## src/rtl/gf180mcu_ocd_io__pwrseq_pkg.sv

```systemverilog
// Purpose: shared types and defaults for the pad-ring supply sequencer.
// Latency: n/a (declarations only).
// Backpressure: n/a.
package gf180mcu_ocd_io__pwrseq_pkg;

    typedef enum logic [2:0] {
        S_OFF,
        S_UP_WAIT,
        S_UP_SETTLE,
        S_ON,
        S_DN_SETTLE,
        S_FLT
    } state_t;

    localparam int DB_CYC_DEF  = 16;
    localparam int SEQ_DLY_DEF = 1000;
    localparam int TMO_DEF     = 4096;

    // Width of a rail index; a single rail still needs one bit.
    function automatic int rail_w(input int n);
        return (n > 1) ? $clog2(n) : 1;
    endfunction

endpackage

```

## src/rtl/gf180mcu_ocd_io__pgdeb.sv

```systemverilog
// Purpose: synchronize one raw power-good line and debounce it over DB_CYC samples.
// Latency: DB_CYC+2 cycles from a raw PG edge to a PG_OK change.
// Backpressure: none; free-running level filter.
module gf180mcu_ocd_io__pgdeb #(
    parameter int DB_CYC = 16
) (
    input  logic CLK,
    input  logic RST,
    input  logic PG,
    output logic PG_OK
);

    localparam int              DW   = $clog2(DB_CYC + 1);
    localparam logic [DW-1:0]   LAST = DW'(DB_CYC - 1);

    logic          s1;
    logic          s2;
    logic [DW-1:0] cnt;

    // Two-flop sync, then count consecutive samples that disagree with PG_OK.
    always_ff @(posedge CLK or posedge RST) begin
        if (RST) begin
            s1    <= 1'b0;
            s2    <= 1'b0;
            cnt   <= '0;
            PG_OK <= 1'b0;
        end else begin
            s1 <= PG;
            s2 <= s1;
            if (s2 != PG_OK) begin
                if (cnt == LAST) begin
                    PG_OK <= s2;
                    cnt   <= '0;
                end else begin
                    cnt <= cnt + 1'b1;
                end
            end else begin
                cnt <= '0;
            end
        end
    end

endmodule

```

## src/rtl/gf180mcu_ocd_io__pwrseq.sv

```systemverilog
// Purpose: ordered power-up/down of NRAIL pad-ring supply domains with brown-out/timeout fault latch.
// Latency: all outputs registered; one cycle from a sampled input to an output change.
// Backpressure: none; EN_REQ is a level request, reversals are absorbed by the FSM.
module gf180mcu_ocd_io__pwrseq
    import gf180mcu_ocd_io__pwrseq_pkg::*;
#(
    parameter int NRAIL   = 4,
    parameter int DB_CYC  = DB_CYC_DEF,
    parameter int SEQ_DLY = SEQ_DLY_DEF,
    parameter int TMO     = TMO_DEF,
    parameter int CW      = 16
) (
    input  logic                      CLK,
    input  logic                      RST,
    input  logic                      EN_REQ,
    input  logic [NRAIL-1:0]          PG,
    output logic [NRAIL-1:0]          RAIL_EN,
    output logic                      ALL_GOOD,
    output logic                      BUSY,
    output logic                      FAULT,
    output logic [rail_w(NRAIL)-1:0]  FAULT_RAIL,
    output logic                      FAULT_TMO
);

    localparam int            RW      = rail_w(NRAIL);
    localparam logic [RW-1:0] LAST    = RW'(NRAIL - 1);
    localparam logic [CW-1:0] TMO_END = CW'(TMO - 1);
    localparam logic [CW-1:0] DN_END  = CW'(SEQ_DLY - 1);
    // Up-settle is measured from the cycle pg_ok rose, one cycle before the FSM sees it.
    localparam logic [CW-1:0] UPS_END = CW'((SEQ_DLY >= 2) ? (SEQ_DLY - 2) : 0);
    localparam logic [CW-1:0] CNT_MAX = '1;

    state_t            state;
    state_t            state_nxt;
    logic [RW-1:0]     idx;
    logic [RW-1:0]     idx_nxt;
    logic [CW-1:0]     cnt;
    logic [CW-1:0]     cnt_nxt;
    logic [CW-1:0]     cnt_inc;
    logic [NRAIL-1:0]  pg_ok;
    logic [NRAIL-1:0]  acc;
    logic [NRAIL-1:0]  drop;
    logic [RW-1:0]     drop_idx;
    logic [NRAIL-1:0]  rail_en_nxt;
    logic [RW-1:0]     fr_nxt;
    logic              ft_nxt;

    for (genvar g = 0; g < NRAIL; g++) begin : g_deb
        gf180mcu_ocd_io__pgdeb #(.DB_CYC(DB_CYC)) u_deb (
            .CLK   (CLK),
            .RST   (RST),
            .PG    (PG[g]),
            .PG_OK (pg_ok[g])
        );
    end

    assign cnt_inc = (cnt == CNT_MAX) ? cnt : cnt + 1'b1;

    // Rails whose PG has been accepted, those that dropped, and the lowest dropped index.
    always_comb begin
        acc      = '0;
        drop     = '0;
        drop_idx = '0;
        for (int i = 0; i < NRAIL; i++) begin
            acc[i] = (state == S_ON)
                   | ((state == S_UP_WAIT)   && (i <  int'(idx)))
                   | ((state == S_UP_SETTLE) && (i <= int'(idx)));
        end
        drop = acc & ~pg_ok;
        for (int i = NRAIL - 1; i >= 0; i--) begin
            if (drop[i]) drop_idx = RW'(i);
        end
    end

    // Next state, rail index, counter and rail enables.
    always_comb begin
        state_nxt   = state;
        idx_nxt     = idx;
        cnt_nxt     = cnt_inc;
        rail_en_nxt = RAIL_EN;
        fr_nxt      = FAULT_RAIL;
        ft_nxt      = FAULT_TMO;
        case (state)
            S_OFF: begin
                cnt_nxt = '0;
                if (EN_REQ) begin
                    idx_nxt        = '0;
                    rail_en_nxt    = '0;
                    rail_en_nxt[0] = 1'b1;
                    state_nxt      = S_UP_WAIT;
                end
            end
            S_UP_WAIT, S_UP_SETTLE, S_ON: begin
                if (|drop) begin
                    state_nxt   = S_FLT;
                    rail_en_nxt = '0;
                    fr_nxt      = drop_idx;
                    ft_nxt      = 1'b0;
                    cnt_nxt     = '0;
                end else if (!EN_REQ) begin
                    // idx is always the highest enabled rail here.
                    state_nxt        = S_DN_SETTLE;
                    rail_en_nxt[idx] = 1'b0;
                    cnt_nxt          = '0;
                end else begin
                    case (state)
                        S_UP_WAIT: begin
                            if (pg_ok[idx]) begin
                                state_nxt = S_UP_SETTLE;
                                cnt_nxt   = '0;
                            end else if (cnt == TMO_END) begin
                                state_nxt   = S_FLT;
                                rail_en_nxt = '0;
                                fr_nxt      = idx;
                                ft_nxt      = 1'b1;
                                cnt_nxt     = '0;
                            end
                        end
                        S_UP_SETTLE: begin
                            if (cnt >= UPS_END) begin
                                cnt_nxt = '0;
                                if (idx != LAST) begin
                                    idx_nxt              = idx + 1'b1;
                                    rail_en_nxt[idx_nxt] = 1'b1;
                                    state_nxt            = S_UP_WAIT;
                                end else begin
                                    state_nxt = S_ON;
                                end
                            end
                        end
                        default: ;
                    endcase
                end
            end
            S_DN_SETTLE: begin
                // Ordered shutdown runs to completion regardless of EN_REQ or PG.
                if (cnt >= DN_END) begin
                    cnt_nxt = '0;
                    if (idx != '0) begin
                        idx_nxt              = idx - 1'b1;
                        rail_en_nxt[idx_nxt] = 1'b0;
                    end else begin
                        state_nxt = S_OFF;
                    end
                end
            end
            S_FLT: begin
                rail_en_nxt = '0;
                cnt_nxt     = '0;
                if (!EN_REQ && (pg_ok == '0)) begin
                    state_nxt = S_OFF;
                    fr_nxt    = '0;
                    ft_nxt    = 1'b0;
                end
            end
            default: begin
                state_nxt   = S_OFF;
                rail_en_nxt = '0;
            end
        endcase
    end

    // State and registered outputs; reset drops every rail at once.
    always_ff @(posedge CLK or posedge RST) begin
        if (RST) begin
            state      <= S_OFF;
            idx        <= '0;
            cnt        <= '0;
            RAIL_EN    <= '0;
            ALL_GOOD   <= 1'b0;
            BUSY       <= 1'b0;
            FAULT      <= 1'b0;
            FAULT_RAIL <= '0;
            FAULT_TMO  <= 1'b0;
        end else begin
            state      <= state_nxt;
            idx        <= idx_nxt;
            cnt        <= cnt_nxt;
            RAIL_EN    <= rail_en_nxt;
            ALL_GOOD   <= (state_nxt == S_ON);
            BUSY       <= (state_nxt == S_UP_WAIT) || (state_nxt == S_UP_SETTLE) ||
                          (state_nxt == S_DN_SETTLE);
            FAULT      <= (state_nxt == S_FLT);
            FAULT_RAIL <= fr_nxt;
            FAULT_TMO  <= ft_nxt;
        end
    end

endmodule

```

## config.mk

```make
export PLATFORM = sky130hd
export DESIGN_NAME = gf180mcu_ocd_io__pwrseq
export DESIGN_NICKNAME = d
export VERILOG_FILES = /design/src/rtl/gf180mcu_ocd_io__pwrseq_pkg.sv /design/src/rtl/gf180mcu_ocd_io__pgdeb.sv /design/src/rtl/gf180mcu_ocd_io__pwrseq.sv
export SDC_FILE = /design/constraint.sdc
export NUM_CORES = 1
export LEC_CHECK = 0
export CAP_MARGIN = 20
export CORE_MARGIN = 3
export CORE_UTILIZATION = 55
export CTS_BUF_LIST = sky130_fd_sc_hd__clkbuf_4 sky130_fd_sc_hd__clkbuf_8 sky130_fd_sc_hd__clkbuf_16
export CTS_CLUSTER_SIZE = 12
export DETAILED_ROUTE_END_ITERATION = 8
export GPL_ROUTABILITY_DRIVEN = 0
export PLACE_DENSITY = 0.74
export SETUP_SLACK_MARGIN = 0.02
export SLEW_MARGIN = 20
export SYNTH_ARGS = -nofsm -noshare
export SYNTH_HDL_FRONTEND = slang
export SYNTH_SLANG_ARGS = --single-unit
export TNS_END_PERCENT = 1
```

## constraint.sdc

```tcl
create_clock -name CLK -period 4.2 [get_ports CLK]
set_input_delay 1.26 -clock CLK [delete_from_list [all_inputs] [get_ports CLK]]
set_output_delay 1.26 -clock CLK [all_outputs]
set_load 0.1 [all_outputs]
```

==> impl_metrics.ini <==
[synth]
synth-edff-count = 0
synth_fp_nets = 363
synthFlopType = dfrtp_1
synthMuxAreaShare = 0.0329
synthXorXnorAreaFrac = 0.0689
syn_area_sq_um = 3310
synthAdderAreaFrac = 0.0416
ys_ff_latch = 63
synth_top_family_by_area = simple AND/OR/NAND/NOR gates
synth_cells = 345
syn_area_per_cell_sq_um = 9.58
ys_types = 52
synth_compound_area_frac = 0.111
synth.yosys.seq_area_share = 0.477
yosys_warnings = 0
yosys.area_share.simple = 0.235
async_flop_share = 1.00

[pwr]
p_sw_frac = 0.227
vdd_drop_max_uv = 250
comb_power_share = 0.033
leakage_nw = 1.70
p_seq_frac = 0.522
p_sw_mw = 0.273
powerDensity_nw_per_um2 = 324
power_frac_clock = 0.445
power.internal_mw = 0.932

[timing]
rsz0062_at_grt = false
setup_viol = 0
layout_setup_ws_ps = 1060
period_needed_ps = 3140
hold_viol_final = 0
period_share = 0.749
skew_ps = 11.3
worst_pin_slew_ps = 983
finalSetupTns_ps = 0
slew_viol_final = 0
max_freq_mhz = 318
max_slew_margin = 0.343

[flow_run]
cap_viol_max_count = 0

[floorplanning]
initial_core_util = 0.582
die_area_sq_um = 6980
ios = 17
rows = 27
die_y_microns = 83.5
die_w_microns = 83.5
core_region_area_sq_um = 5680

[cts]
postCtsSetupBuffers = 0
htreeDepth = 3
clk_path_buf_depth = 2
cts.clk_slew.worst_paths_ps = 70
cts_resized = 0
cts_tree = done
cts_buffers = 9
hold_buffers = 0
clk_latency_ps = 340
root_buffer = clkbuf_8
clock_sinks = 63

[placement]
io_buffers = 16
postPlaceCellArea_sq_um = 3510
pre_cts_ws_ps = 924
hpwl_microns = 4400
placed_cells = 421

[finish]
antenna_cells = 0
area_delta_synth_final_pct = 12.4
postLayoutCellArea_sq_um = 3710
finalNonFillerCells = 437
layout.nets = 378
drive_gt1_frac = 0.0849

[setup_path]
cp-start-kind = flip-flop
critical_path.max_stage_delay_ps = 1150
arrival_ps = 1880
critical_path_buf_inv_count = 1
worstPathCellList = clkdlybuf4s50_1
cpLargestDelayFamily = buffers and inverters
slowest_stage = clkdlybuf4s50_1
worstSetupPathType = flip-flop to primary output
crit_required_ps = 2940
worstPathMaxFanout = 4
critPathCaptureType = primary output

[global_routing]
grt_max_degree = 25
met2_usage = 0.309
grt_pass1_vias = 2421
met1_usage = 0.253
busiest_layer = met2
met3_usage = 0.0602
antenna_found_initial = 0
grt_usage = 0.193
grt_pass1_wl_microns = 11000
overflow = 0

[worst_hold_path]
hold_path.class = flip-flop to flip-flop

[drt]
wl_microns = 6330
viasPerCell = 5.71
ant_nets = 0
vias = 2497
drt-wirelength-per-cell_microns = 14.5
drc = 0
drtPass1Iterations = 4
first_iter_violations = 166

[outcome]
status = finished, final reports clean
synthesized netlist by cell type (2+ instances only):
| cell | instances | share of area |
|---|---|---|
| a21oi_1 | 8 | 0.012 |
| o21a_1 | 2 | 0.0045 |
| nand2b_1 | 7 | 0.013 |
| nand2_1 | 21 | 0.024 |
| clkbuf_1 | 12 | 0.014 |
| nor3b_1 | 6 | 0.014 |
| o21ai_0 | 20 | 0.030 |
| nand4_1 | 7 | 0.013 |
| inv_1 | 12 | 0.014 |
| mux2_2 | 5 | 0.017 |
| xor2_1 | 15 | 0.040 |
| ha_1 | 11 | 0.042 |
| and3_1 | 7 | 0.013 |
| nand3b_1 | 2 | 0.0045 |
| and2_1 | 5 | 0.0095 |
| o21bai_1 | 2 | 0.0045 |
| mux2i_1 | 3 | 0.0091 |
| xnor2_1 | 11 | 0.029 |
| nor4_1 | 8 | 0.015 |
| buf_2 | 2 | 0.0030 |
| o2111ai_1 | 2 | 0.0053 |
| dfrtp_1 | 63 | 0.48 |
| nor3_1 | 8 | 0.012 |
| nor2b_1 | 2 | 0.0038 |
| a211oi_1 | 4 | 0.0091 |
| nor2_1 | 56 | 0.064 |
| a22o_1 | 3 | 0.0079 |
| or4_4 | 2 | 0.0068 |
| nand3_1 | 16 | 0.024 |
sequential cells by signal (all words and copies together) (netlist names):
register / flops
RAIL_EN: 4
g_deb.u_deb.PG_OK: 4
g_deb.u_deb.cnt: 20
cnt: 16
BUSY: 1
FAULT_RAIL: 2
idx: 2
ALL_GOOD: 1
g_deb.u_deb.s1: 4
state: 3
FAULT: 1
g_deb.u_deb.s2: 4
FAULT_TMO: 1
per-layer routing:
| layer | wire length (microns) | vias up |
|---|---|---|
| li1 | - | 1238 |
| met1 | 2990 | 1193 |
| met2 | 2980 | 59 |
| met4 | 51 | 0 |
| met5 | 0 | - |
| met3 | 301 | 7 |
through the flow:
| step | power [mW] | hold WS [ps] | utilization |
|---|---|---|---|
| 3_3_place_gp | 0.680 | 331 | 0.619 |
| 4_1_cts | 1.22 | 352 | 0.655 |
| 3_5_place_dp | 0.681 | 335 | 0.619 |
| 2_1_floorplan | 0.666 | 331 | - |
| 6_report | 1.20 | 350 | 0.655 |
| 5_1_grt | 1.26 | 370 | 0.655 |
kinds of logic (layout without fill, tap and decap cells):
family / after synthesis / after routing
AOI/OAI and AO/OA: 55 / 55
xor gates and xnor gates: 26 / 26
adders and majority gates: 11 / 11
buffers and inverters: 27 / 47
DFF: 63 / 63
muxes: 9 / 9
and+or+nand+nor: 154 / 154
cell type report:
type | count | area [sq um]
clock inverters | 5 | 57.6
fillers | 460 | 1960
flip-flops and latches | 63 | 1580
well taps | 72 | 90.1
multi-input cells | 255 | 1620
inverters | 12 | 45.0
clock buffers | 11 | 145
repair buffers | 19 | 183
layout by cell type, fill, tap and decap left out, drive strengths merged, types with 3 or more instances in the layout:
master	Yosys	layout
nand2	21	21
clkbuf	12	11
inv	12	12
nand4	7	7
mux2	5	5
and2	5	5
o21ai	20	20
and3	8	8
xor2	15	15
nand2b	7	7
mux2i	3	3
nor3b	6	6
clkinvlp	0	3
a22o	3	3
xnor2	11	11
nor2	56	56
dfrtp	63	63
a211oi	4	4
nor4	8	8
clkdlybuf4s50	0	16
a21oi	9	9
nor3	8	8
nand3	16	16
ha	11	11
buf	3	3
final timing paths:
check | start | depth (start not counted) | slack [ps] | endpoint
max | RAIL_EN[1]$_DFFE_PP0P_ | 1 | 1060 | RAIL_EN[1]
min reg2reg | g_deb[3].u_deb.s1$_DFF_PP0_ | 0 | 350 | g_deb[3].u_deb.s2$_DFF_PP0_
min | g_deb[3].u_deb.s1$_DFF_PP0_ | 0 | 350 | g_deb[3].u_deb.s2$_DFF_PP0_
max in group asynchronous | RST | 3 | 2340 | g_deb[0].u_deb.cnt[0]$_DFF_PP0_
min in group asynchronous | RST | 2 | 1220 | cnt[10]$_DFF_PP0_
max reg2reg | idx[1]$_DFFE_PP0P_ | 8 | 1250 | FAULT_TMO$_DFFE_PP0P_
power by group through the flow:
| stage | combinational, mW | sequential [mW] | clock [mW] |
|---|---|---|---|
| detailed placement | 0.0414 | 0.640 | 0 |
| finish | 0.0402 | 0.628 | 0.536 |
| global placement | 0.0403 | 0.639 | 0 |
| floorplan | 0.0276 | 0.638 | 0 |
| global route | 0.0479 | 0.630 | 0.577 |
| CTS | 0.0418 | 0.628 | 0.549 |
(Power assumes the default switching activity.)
